--- src/rtl/iter_multiplier_pkg.sv ---
// -----------------------------------------------------------------------------
// iter_multiplier_pkg
// Shared definitions for the iterative shift-add multiplier:
//   - state_e   : FSM state encoding (IDLE/RUN/DONE, 2 bits)
//   - WIDTH_DEF : default operand width
//   - CNT_W_DEF : step-counter width for the default operand width
//   - cnt_width : counter width for an arbitrary operand width
// -----------------------------------------------------------------------------
package iter_multiplier_pkg;

  localparam int WIDTH_DEF = 16;
  localparam int CNT_W_DEF = $clog2(WIDTH_DEF + 1);

  typedef enum logic [1:0] {
    ST_IDLE = 2'd0,
    ST_RUN  = 2'd1,
    ST_DONE = 2'd2
  } state_e;

  // The counter must be able to hold the value WIDTH itself.
  function automatic int cnt_width(input int width);
    return $clog2(width + 1);
  endfunction

endpackage

--- src/rtl/iter_mult_step.sv ---
// -----------------------------------------------------------------------------
// iter_mult_step
// One combinational shift-add iteration: conditionally add the multiplicand
// into the upper accumulator (controlled by the LSB of the lower half), then
// shift the whole {acc_hi, acc_lo} right by one, moving the add carry into
// the top of acc_hi.
// Ports:
//   acc_hi    in  WIDTH+1  upper accumulator (carry bit included)
//   acc_lo    in  WIDTH    lower accumulator / remaining multiplier bits
//   mcand     in  WIDTH    multiplicand
//   nxt_hi    out WIDTH+1  upper accumulator after add and shift
//   nxt_lo    out WIDTH    lower accumulator after shift
// -----------------------------------------------------------------------------
module iter_mult_step
  import iter_multiplier_pkg::*;
#(
  parameter int WIDTH = WIDTH_DEF
) (
  input  logic [WIDTH:0]   acc_hi,
  input  logic [WIDTH-1:0] acc_lo,
  input  logic [WIDTH-1:0] mcand,
  output logic [WIDTH:0]   nxt_hi,
  output logic [WIDTH-1:0] nxt_lo
);

  logic [WIDTH:0] addend_s;
  logic [WIDTH:0] sum_s;

  // Add/shift datapath. acc_hi's MSB is always 0 on entry after a shift,
  // so the WIDTH+1-bit sum cannot overflow.
  always_comb begin
    addend_s = {(WIDTH + 1){1'b0}};
    if (acc_lo[0]) begin
      addend_s = {1'b0, mcand};
    end else begin
      addend_s = {(WIDTH + 1){1'b0}};
    end
    sum_s  = acc_hi + addend_s;
    nxt_hi = {1'b0, sum_s[WIDTH:1]};
    nxt_lo = {sum_s[0], acc_lo[WIDTH-1:1]};
  end

endmodule

--- src/rtl/iter_multiplier.sv ---
// -----------------------------------------------------------------------------
// iter_multiplier
// Multi-cycle shift-add multiplier with start/busy/done handshake. A start
// accepted in IDLE or DONE is followed by WIDTH RUN cycles; done pulses for
// one cycle afterwards and the product registers hold until the next
// completion. Start is accepted in DONE, allowing back-to-back operations.
//
// Optional build macro: ITER_MULT_SIGNED_EN
//   defined   : op_signed=1 multiplies two's-complement operands (magnitudes
//               are multiplied, result negated when the signs differ)
//   undefined : op_signed ignored, every operation is unsigned
//
// Ports:
//   clk         in   1      rising-edge clock
//   reset       in   1      asynchronous active-low reset
//   start       in   1      request, sampled only in IDLE or DONE
//   op_a        in   WIDTH  multiplicand
//   op_b        in   WIDTH  multiplier
//   op_signed   in   1      signed operation select
//   busy        out  1      high while running
//   done        out  1      one-cycle completion pulse
//   product_hi  out  WIDTH  upper half of last completed product
//   product_lo  out  WIDTH  lower half of last completed product
// -----------------------------------------------------------------------------
module iter_multiplier
  import iter_multiplier_pkg::*;
#(
  parameter int WIDTH = WIDTH_DEF
) (
  input  logic             clk,
  input  logic             reset,
  input  logic             start,
  input  logic [WIDTH-1:0] op_a,
  input  logic [WIDTH-1:0] op_b,
  input  logic             op_signed,
  output logic             busy,
  output logic             done,
  output logic [WIDTH-1:0] product_hi,
  output logic [WIDTH-1:0] product_lo
);

  localparam int CNT_W = cnt_width(WIDTH);
  localparam logic [CNT_W-1:0]     CNT_ONE  = {{(CNT_W - 1){1'b0}}, 1'b1};
  localparam logic [CNT_W-1:0]     CNT_LOAD = CNT_W'(WIDTH);
  localparam logic [2*WIDTH-1:0]   PROD_ONE = {{(2 * WIDTH - 1){1'b0}}, 1'b1};

  state_e             state_r;
  logic [CNT_W-1:0]   ctr_r;
  logic [WIDTH:0]     acc_hi_r;
  logic [WIDTH-1:0]   acc_lo_r;
  logic [WIDTH-1:0]   mcand_r;
  logic               busy_r;
  logic               done_r;
  logic [WIDTH-1:0]   prod_hi_r;
  logic [WIDTH-1:0]   prod_lo_r;
  logic               neg_r;

  logic [WIDTH:0]     nxt_hi_s;
  logic [WIDTH-1:0]   nxt_lo_s;
  logic [WIDTH-1:0]   cap_a_s;
  logic [WIDTH-1:0]   cap_b_s;
  logic               cap_neg_s;
  logic [2*WIDTH-1:0] raw_prod_s;
  logic [2*WIDTH-1:0] final_prod_s;
  logic               unused_nxt_msb_s;

  iter_mult_step #(
    .WIDTH (WIDTH)
  ) u_step (
    .acc_hi (acc_hi_r),
    .acc_lo (acc_lo_r),
    .mcand  (mcand_r),
    .nxt_hi (nxt_hi_s),
    .nxt_lo (nxt_lo_s)
  );

  // After the last shift the carry slot of acc_hi is always empty.
  assign unused_nxt_msb_s = nxt_hi_s[WIDTH];
  assign raw_prod_s       = {nxt_hi_s[WIDTH-1:0], nxt_lo_s};

`ifdef ITER_MULT_SIGNED_EN
  // Operand capture: signed operands are reduced to magnitudes; the most
  // negative value maps to 2^(WIDTH-1), which still fits unsigned.
  always_comb begin
    cap_a_s   = op_a;
    cap_b_s   = op_b;
    cap_neg_s = 1'b0;
    if (op_signed) begin
      cap_a_s   = op_a[WIDTH-1] ? (~op_a + {{(WIDTH - 1){1'b0}}, 1'b1}) : op_a;
      cap_b_s   = op_b[WIDTH-1] ? (~op_b + {{(WIDTH - 1){1'b0}}, 1'b1}) : op_b;
      cap_neg_s = op_a[WIDTH-1] ^ op_b[WIDTH-1];
    end else begin
      cap_neg_s = 1'b0;
    end
  end

  // Result sign restore on completion.
  always_comb begin
    final_prod_s = raw_prod_s;
    if (neg_r) begin
      final_prod_s = ~raw_prod_s + PROD_ONE;
    end else begin
      final_prod_s = raw_prod_s;
    end
  end
`else
  logic unused_signed_s;
  logic [2*WIDTH-1:0] unused_one_s;

  // Unsigned-only build: operands pass straight through.
  always_comb begin
    cap_a_s      = op_a;
    cap_b_s      = op_b;
    cap_neg_s    = 1'b0;
    final_prod_s = raw_prod_s;
  end

  assign unused_signed_s = op_signed ^ neg_r;
  assign unused_one_s    = PROD_ONE;
`endif

  // Control FSM, step counter, accumulator and result registers.
  always_ff @(posedge clk or negedge reset) begin
    if (!reset) begin
      state_r   <= ST_IDLE;
      ctr_r     <= {CNT_W{1'b0}};
      acc_hi_r  <= {(WIDTH + 1){1'b0}};
      acc_lo_r  <= {WIDTH{1'b0}};
      mcand_r   <= {WIDTH{1'b0}};
      neg_r     <= 1'b0;
      busy_r    <= 1'b0;
      done_r    <= 1'b0;
      prod_hi_r <= {WIDTH{1'b0}};
      prod_lo_r <= {WIDTH{1'b0}};
    end else begin
      case (state_r)
        ST_IDLE, ST_DONE: begin
          if (start) begin
            mcand_r  <= cap_a_s;
            acc_lo_r <= cap_b_s;
            acc_hi_r <= {(WIDTH + 1){1'b0}};
            neg_r    <= cap_neg_s;
            ctr_r    <= CNT_LOAD;
            state_r  <= ST_RUN;
            busy_r   <= 1'b1;
            done_r   <= 1'b0;
          end else begin
            state_r  <= ST_IDLE;
            busy_r   <= 1'b0;
            done_r   <= 1'b0;
          end
        end
        ST_RUN: begin
          acc_hi_r <= nxt_hi_s;
          acc_lo_r <= nxt_lo_s;
          ctr_r    <= ctr_r - CNT_ONE;
          // Final step: publish the shifted accumulator on the same edge.
          if (ctr_r == CNT_ONE) begin
            state_r   <= ST_DONE;
            busy_r    <= 1'b0;
            done_r    <= 1'b1;
            prod_hi_r <= final_prod_s[2*WIDTH-1:WIDTH];
            prod_lo_r <= final_prod_s[WIDTH-1:0];
          end else begin
            state_r   <= ST_RUN;
            busy_r    <= 1'b1;
            done_r    <= 1'b0;
          end
        end
        default: begin
          state_r <= ST_IDLE;
          busy_r  <= 1'b0;
          done_r  <= 1'b0;
        end
      endcase
    end
  end

  assign busy       = busy_r;
  assign done       = done_r;
  assign product_hi = prod_hi_r;
  assign product_lo = prod_lo_r;

endmodule

--- config.mk ---
export PLATFORM = sky130hd
export DESIGN_NAME = iter_multiplier
export DESIGN_NICKNAME = d
export VERILOG_FILES = /design/src/rtl/iter_multiplier_pkg.sv /design/src/rtl/iter_mult_step.sv /design/src/rtl/iter_multiplier.sv
export SDC_FILE = /design/constraint.sdc
export NUM_CORES = 1
export LEC_CHECK = 0
export ABC_CLOCK_PERIOD_IN_PS = 4670
export BUFFER_PORTS_ARGS = -buffer_cell sky130_fd_sc_hd__buf_2
export CAP_MARGIN = 0
export CORE_UTILIZATION = 61
export DETAILED_ROUTE_END_ITERATION = 7
export GPL_ROUTABILITY_DRIVEN = 0
export PLACE_DENSITY = 0.85
export SLEW_MARGIN = 20
export SYNTH_ARGS = -nofsm -noshare
export SYNTH_HDL_FRONTEND = slang
export SYNTH_HIERARCHICAL = 1
export SYNTH_SLANG_ARGS = --single-unit
export TNS_END_PERCENT = 100
--- constraint.sdc ---
create_clock -name clk -period 4.67 [get_ports clk]
set_clock_uncertainty 0.05 [all_clocks]
set_input_delay 0.934 -clock clk [delete_from_list [all_inputs] [get_ports clk]]
set_output_delay 0.934 -clock clk [all_outputs]
set_load 0.01 [all_outputs]
==> flow_summary_export.csv <==
group,metric,value,unit
run_status,status,"finished, final reports clean",
logic_synthesis,syn-instance-count,415,
setup_path,start_kind,"flop",
timing,tightest_slew,0.874,ns
die,start_util,0.646,
timing,period_minus_slack,3.06,ns
logic_synthesis,ys_ff_latch,88,
clocking,clockRootBuffer,"clkbuf_8",
setup_path,crit_chain,"and2_1 > ha_1 > fa_1 > a211oi_2 > o21ai_1 > a211oi_2 > nor4b_1 > a211oi_1 > mux2_2",
logic_synthesis,synthFlopType,"dfrtp_1",
logic_synthesis,synth_nets,470,
clocking,clkLatencyLatePin,0.36,ns
drt,drcViolationCount,0,
pwr,p_total,3.55,mW
drt,dr.pass1.iters,5,
logic_synthesis,synth_edf_count,0,
global_routing,antenna_found_initial,0,
global_routing,grtUsageTotal,0.251,
global_routing,grt_pass1_vias,3157,
setup_path,max_stage_delay,0.55,ns
global_routing,grt_first_pass_wirelength,14700,um
pwr,power_density,720,mW/mm^2
clocking,cts_tree,"built",
finish,multiInputGateArea,0.00203,sq mm
placed_design,port-buffer-count,68,
min_path,hold_class,"reg2reg",
drt,wire_per_inst,15.9,um
logic_synthesis,synth_compound_area_frac,0.149,
finish,area.growth.synth_to_final,10.0,%
finish,fin_nets,513,
logic_synthesis,synthMuxAreaShare,0.0825,
timing,period_share,0.656,
finish,regArea,0.00220,sq mm
drt,postRouteAntennaNets,0,
drt,drt_iter0_markers,184,
logic_synthesis,ys.warnings.count,6,
logic_synthesis,synth_top_family_by_area,"compound AO/OA/AOI/OAI gates",
clocking,cts_buffers,9,
drt,routed_via_density,5.75,
timing,slew_violations,0,
timing,fin_setup_tns,0,ns
setup_path,arrival,3.32,ns
finish,fin_util,0.711,
timing,setup_viol,0,
job,drv_cap,0,
die,core,0.00694,sq mm
placed_design,place.detailed.hpwl,5900,um
die,io_pins,70,
clocking,cts.path.max_buffers,2,
timing,rsz0062_at_grt,"no",
clocking,cts_resized,0,
clocking,hold_buffers,0,
finish,drive_gt1_frac,0.287,
clocking,clk_pin_slew,0.09,ns
drt,wl,8900,um
clocking,ctsHtreeMaxLevel,3,
pwr,p_leak,2.50,nW
logic_synthesis,synth_xor_area_frac,0.0273,
die,die_y,87.8,um
timing,max_freq,327,MHz
pwr,vdd_ir_drop_max,0.303,mV
drt,route.vias.total,3216,
finish,antenna_cells,0,
clocking,cts_setup_buffers,0,
timing,hold_violations,0,
setup_path,critPathSlowestCell,"dfrtp_1",
setup_path,crit_path_end_kind,"flop",
die,row_count,30,
logic_synthesis,async_reset_ff_frac,1.00,
logic_synthesis,avgSynthCellArea,10.8,sq um
setup_path,cp.required,4.93,ns
timing,maxSlewHeadroom,0.417,
setup_path,critical_path_class,"reg2reg",
logic_synthesis,yosysSeqAreaShare,0.491,
logic_synthesis,synth_fa_ha_area_frac,0.0546,
finish,fillers,529,
die,die_area,0.00770,sq mm
logic_synthesis,syn_area,0.00449,sq mm
setup_path,path_common_cell,"a211oi_2",
global_routing,grt_overflow,0,
global_routing,grt_max_degree,89,
clocking,cts.sinks,88,
logic_synthesis,yosysUniqueCellTypes,50,
setup_path,worstPathMaxFanout,17,
die,die_w,87.8,um
logic_synthesis,yosys.area_share.simple,0.138,
[report_power, final]
part           total, mW  internal (mW)  switching [mW]
combinational       1.66          0.744           0.917
clock              0.536          0.253           0.284
sequential          1.36           1.12           0.232
[registers in the layout (all words and copies together) (netlist names)]
name and flops:
acc_lo_r 16, done 1, ctr_r 5, product_hi 16, product_lo 16, mcand_r 16
state_r 1, acc_hi_r 17
[cells in the final DEF (no fill, tap or decap), drive strengths merged, types with 2 or more instances in the layout]
| master | n |
|---|---|
| nand3 | 18 |
| a21oi | 14 |
| a22oi | 16 |
| nor2 | 8 |
| nor4b | 2 |
| o21ai | 13 |
| clkinv | 2 |
| nand4 | 4 |
| and2 | 16 |
| o211ai | 5 |
| dfrtp | 88 |
| a211oi | 8 |
| inv | 6 |
| a21o | 7 |
| xnor2 | 8 |
| nand2b | 2 |
| mux2 | 32 |
| xor2 | 6 |
| clkbuf | 9 |
| buf | 71 |
| a22o | 17 |
| o21bai | 2 |
| ha | 18 |
| nand2 | 72 |
[final cells by class]
| type | instances | share of cell area |
|---|---|---|
| Clock inverter | 7 | 0.0157 |
| Tap cell | 96 | 0.0243 |
| Clock buffer | 9 | 0.0251 |
| Sequential cell | 88 | 0.446 |
| Inverter | 3 | 0.00228 |
| Timing Repair Buffer | 71 | 0.0747 |
| Multi-Input combinational cell | 285 | 0.412 |
[cell families after synthesis]
group | after synthesis
buf+inv | 42
flops | 88
fa+ha+maj | 19
compound gates | 89
other cells | 1
simple gates | 129
mux | 33
xor+xnor | 14
[worst max-delay path: cells and delay by family (launching register included)]
family / cells / cell delay (ns)
compound gates: 4 / 1.15
flops: 1 / 0.55
mux: 1 / 0.22
simple gates: 2 / 0.36
fa+ha+maj: 2 / 0.67
[path summary, 6_finish.rpt]
| kind | start | to | slack [ns] | cells past startpoint |
|---|---|---|---|---|
| min in group asynchronous | reset | acc_hi_r[0] | 0.57 | 1 |
| max in group asynchronous | reset | acc_hi_r[12] | 3.46 | 1 |
| min reg2reg | mcand_r[6] | mcand_r[6] | 0.43 | 2 |
| max reg2reg | acc_lo_r[0] | product_hi[13] | 1.61 | 9 |
| min | mcand_r[6] | mcand_r[6] | 0.43 | 2 |
| max | acc_lo_r[0] | product_hi[13] | 1.61 | 9 |
[layer usage]
layer / vias to the layer above / global-route usage / wire length (um)
met5: - / 0 / 0
met2: 90 / 0.402 / 4240
met1: 1569 / 0.336 / 4120
met4: 0 / 0.113 / 172
li1: 1541 / - / -
met3: 16 / 0.0443 / 363
[metrics by stage]
stage	std cells	setup slack, ns	hold slack, ns	area (sq um)
finish	559	1.61	0.433	4940
global placement	543	1.73	0.403	4730
global route	559	1.46	0.450	4940
CTS	559	1.64	0.431	4930
floorplan	415	2.20	0.387	4490
detailed placement	543	1.69	0.410	4730
[cell usage after synthesis (5+ instances only)]
master,number,share of area
dfrtp_1,88,0.49
buf_4,17,0.028
nand3_1,18,0.020
a22o_1,17,0.033
a22oi_1,16,0.027
ha_1,18,0.050
and2_1,16,0.022
nor2_1,6,0.0050
a211oi_2,5,0.014
o21ai_1,5,0.0056
xnor2_1,8,0.016
clkbuf_1,15,0.013
a21o_1,6,0.010
xor2_1,6,0.012
mux2_2,31,0.078
o21ai_0,8,0.0089
a21oi_1,13,0.014
nand2_1,72,0.060
(Power assumes the default switching activity.)
